`src/rtl/jtcop_obj_dma.sv`:
```
// Object-table DMA: on a CPU request, waits for vblank, copies 1024 words of
// object RAM into the hidden half of the double-buffered table, then flips banks.
module jtcop_obj_dma #(
    parameter int AW = 10
) (
    input  logic          rst,
    input  logic          clk,
    input  logic          LVBL,
    input  logic          obj_copy,
    output logic          busy,
    output logic          done,
    output logic [AW-1:0] src_addr,
    input  logic [15:0]   src_dout,
    output logic [AW:0]   dst_addr,
    output logic [15:0]   dst_din,
    output logic          dst_we,
    output logic          dst_bank
);

    typedef enum logic [1:0] {
        ST_IDLE,
        ST_COPY,
        ST_FLUSH,
        ST_DONE
    } state_t;

    state_t        r_state;
    state_t        w_next;
    logic          r_copy_l;
    logic          r_pending;
    logic [AW-1:0] r_cnt;
    logic [AW-1:0] r_rd_a;
    logic          r_rd_v;
    logic          r_bank;

    logic          w_edge;
    logic          w_start;
    logic          w_last;

    assign w_edge  = obj_copy & ~r_copy_l;
    assign w_start = (r_state == ST_IDLE) && r_pending && !LVBL;
    assign w_last  = (r_cnt == {AW{1'b1}});

    // NOTE: state uses non-blocking assignments so every register samples pre-edge values.
    always_ff @(posedge clk or posedge rst) begin
        if (rst) r_state <= ST_IDLE;
        else     r_state <= w_next;
    end

    // NOTE: every variable gets a default first so the comb block cannot infer a latch.
    always_comb begin
        w_next = r_state;
        case (r_state)
            ST_IDLE:  if (w_start) w_next = ST_COPY;
            ST_COPY:  if (w_last)  w_next = ST_FLUSH;
            ST_FLUSH: w_next = ST_DONE;
            ST_DONE:  w_next = ST_IDLE;
            default:  w_next = ST_IDLE;
        endcase
    end

    always_ff @(posedge clk or posedge rst) begin
        if (rst) begin
            r_copy_l  <= 1'b0;
            r_pending <= 1'b0;
            r_cnt     <= '0;
            r_rd_v    <= 1'b0;
            r_rd_a    <= '0;
            r_bank    <= 1'b0;
        end else begin
            r_copy_l <= obj_copy;
            // A new request edge wins over consumption so it is never lost
            if (w_edge)       r_pending <= 1'b1;
            else if (w_start) r_pending <= 1'b0;

            if (w_start)                r_cnt <= '0;
            else if (r_state == ST_COPY) r_cnt <= r_cnt + 1'b1;

            // RAM read latency is one cycle, so the write side trails by one
            r_rd_v <= (r_state == ST_COPY);
            r_rd_a <= r_cnt;

            // Flip so the new bank is visible together with the done pulse
            if (r_state == ST_FLUSH) r_bank <= ~r_bank;
        end
    end

    always_comb begin
        busy     = (r_state != ST_IDLE);
        done     = (r_state == ST_DONE);
        src_addr = r_cnt;
        dst_we   = r_rd_v;
        dst_addr = {~r_bank, r_rd_a};
        dst_din  = src_dout;
        dst_bank = r_bank;
    end

endmodule

```
`config.mk`:
```
export PLATFORM = sky130hd
export DESIGN_NAME = jtcop_obj_dma
export DESIGN_NICKNAME = d
export VERILOG_FILES = /design/src/rtl/jtcop_obj_dma.sv
export SDC_FILE = /design/constraint.sdc
export NUM_CORES = 1
export LEC_CHECK = 0
export CORE_MARGIN = 2
export CORE_UTILIZATION = 41
export DETAILED_ROUTE_END_ITERATION = 10
export GPL_TIMING_DRIVEN = 0
export PLACE_DENSITY = 0.83
export SYNTH_ARGS = -nofsm -noshare
export SYNTH_HDL_FRONTEND = slang
export SYNTH_SLANG_ARGS = --single-unit
export TNS_END_PERCENT = 10
```
`constraint.sdc`:
```
create_clock -name clk -period 2.8 [get_ports clk]
set_input_delay 0.56 -clock clk [delete_from_list [all_inputs] [get_ports clk]]
set_output_delay 0.56 -clock clk [all_outputs]
set_load 0.01 [all_outputs]
```
==> impl_metrics.yaml <==
critical_path:
  cp-startpoint: "r_state[0]"
  r2r-start: "r_state[1]"
  required_ps: 2240
  cp.arrival_ps: 1670
  critical_path_class: "reg2out"
  cp-start-kind: "flip-flop"
  crit_path_end_kind: "output port"
  rr_endpoint: "src_addr[9]"
  r2r_cells: 6
  crit_fanout: 4
  r2r_slack_ps: 960
synthesis:
  ys_seq_area_share_pct: 57.0
  ys_warn_count: 0
  synth.most_common_cell: "dfrtp_1"
  synthFlopType: "dfrtp_1"
  synth_area_leaders: "dfrtp_1, buf_4, ha_1"
  ys_seq_elements: 26
  yosysTopAreaCell: "dfrtp_1"
  synth_area_per_cell_um2: 11.5
  synth_edf_count: 0
  yosys.area.top_type_share_pct: 57.0
  yosysUniqueCellTypes: 22
  syn_area_um2: 1140
  synth_commonest_cells: "dfrtp_1, buf_4, nor2_1, inv_1"
  syn_nets: 125
  synth-async-reset-ratio_pct: 100
  synthCells: 99
power:
  p_leak_nw: 0.800
  fin_total_pwr_mw: 1.38
  ir_drop_mv: 0.579
  p_per_area_nw_per_um2: 822
sta:
  hold_viol_final: 0
  setup_tns_ps: 0
  rsz0062_at_grt: "no"
  timing.fmax_ghz: 0.449
  finalSetupViolations: 0
  whs_ps: 451
  clock_skew_ps: 8.07
  slew_viol_final: 0
  worst_pin_slew_ps: 951
  slew_headroom_pct: 36.6
  fin_crit_ps: 2230
  finalCritPeriodShare_pct: 79.5
die:
  start_util_pct: 42.2
  rows: 19
  die_w_um: 56.8
  dieArea_um2: 3220
  die_height_um: 56.8
  coreArea_um2: 2710
  ios: 61
place:
  io_buffers: 44
  place_congestion: 0.721
  hpwlAfterDp_um: 1750
clock_tree:
  cts.htree.levels: 1
  cts_root_buf: "clkbuf_4"
  cts_resized: 0
  cts_tree: "built"
  clk_pin_slew_ps: 130
  cts_setup_buffers: 0
  cts.sinks: 26
  cts_max_path_buffers: 2
  clkLatencyLatePin_ps: 330
  cts_made_buffers: 3
  cts_hold_buf: 0
global_routing:
  grt_first_pass_wirelength_um: 3670
  antenna_found_initial: 0
  grt_overflow_total: 0
  grt_max_degree: 27
  grtUsageTotal_pct: 14.6
  grt_pass1_vias: 868
detailed_routing:
  firstDrtPassIters: 2
  drt_iter0_drc: 11
  wl_um: 2230
  drc: 0
  ant_nets: 0
  vias: 846
  wire_per_inst_um: 12.5
  avgViaCountPerCell: 4.75
final_layout:
  final_nets: 174
  fillers: 219
  syn_to_final_growth_pct: 46.6
  antenna_cells: 0
  drive_gt1_share_pct: 15.6
worst_hold_path:
  hold_path_class: "reg2reg"
  timing.hold.worst.start: "r_copy_l"
  holdPathEnd: "r_pending"
  holdPathStages: 1
status:
  status: "finished, final reports clean"
flow_run:
  maxCapViolations: 0
cells in the final DEF (no fill, tap or decap):
cell and instances:
xor2_1 6, clkbuf_4 3, nand4_1 2, nor2_1 9, inv_1 7, or3_1 2, bufinv_16 1, nor3_1 2
mux2_4 1, clkbuf_1 1, mux2i_1 2, xnor2_1 2, clkdlybuf4s50_1 44, nand3_1 1, buf_4 16, o21ai_0 3
o22ai_1 1, dfrtp_1 26, and3_1 1, nand4_2 1, ha_1 6, o31ai_1 1, a21oi_1 2, nand2_1 6
and3_2 1
cells by family (layout without fill, tap and decap cells):
kind of cell / Yosys count / count (layout) / synth area share, %
AOI/OAI and AO/OA: 7 / 7 / 3.40
DFF: 26 / 26 / 57.0
and+or+nand+nor: 25 / 25 / 10.7
buffers and inverters: 24 / 72 / 13.1
xor gates and xnor gates: 8 / 8 / 6.13
muxes: 3 / 3 / 3.07
adders and majority gates: 6 / 6 / 6.57
report_power, final:
part | switching [mW] | total [mW] | internal (mW)
Clock | 0.113 | 0.258 | 0.145
Combinational | 0.243 | 0.559 | 0.316
Sequential | 0.0835 | 0.559 | 0.475
Total | 0.439 | 1.38 | 0.937
layer usage:
metal  GRT usage [%]  part of all wire [%]  wire length [µm]  up-vias
met5               0                     0                 0        -
met4            6.31                   1.9                42        0
met3            3.00                   6.4               142        5
met2            27.4                    55              1220       41
met1            15.7                    37               821      401
li1                -                     -                 -      399
worst max path at each step:
| stage | to | slack, ps | cells after the start |
|---|---|---|---|
| after floorplan | src_addr[5] | 1260 | 5 |
| after detailed placement | src_addr[2] | 930 | 4 |
| after CTS | busy | 570 | 4 |
| final | busy | 570 | 4 |
| after global placement | src_addr[0] | 980 | 4 |
| after global routing | busy | 480 | 4 |
area by class of cell:
type / instances / area [µm²] / area share [%]
timing repair buffer: 44 / 440 / 26.3
clock inverter: 1 / 30.0 / 1.79
inverter: 7 / 26.3 / 1.57
tap: 31 / 38.8 / 2.32
sequential: 26 / 651 / 38.9
buffer: 17 / 124 / 7.40
multi-input combinational: 49 / 342 / 20.4
clock buffer: 3 / 22.5 / 1.35
through the flow:
step / instances / cell area (µm²) / utilization (%) / setup WS [ps]
after floorplan: 99 / 1140 / - / 1260
after global placement: 174 / 1620 / 59.8 / 981
after detailed placement: 174 / 1620 / 59.8 / 932
after CTS: 178 / 1670 / 61.8 / 569
after global routing: 178 / 1670 / 61.8 / 484
final: 178 / 1670 / 61.8 / 573
registers in the layout, summed over array words and instances, names as in the netlist:
| name | flops |
|---|---|
| r_rd_a | 10 |
| src_addr | 10 |
| r_state | 2 |
| dst_bank | 1 |
| dst_we | 1 |
| r_copy_l | 1 |
| r_pending | 1 |
critical path, cell delays in order (launching register included):
cell and delay [ps]:
dfrtp_1 420, inv_1 110, ha_1 210, inv_1 80
clkdlybuf4s50_1 530
(Power assumes the default switching activity.)
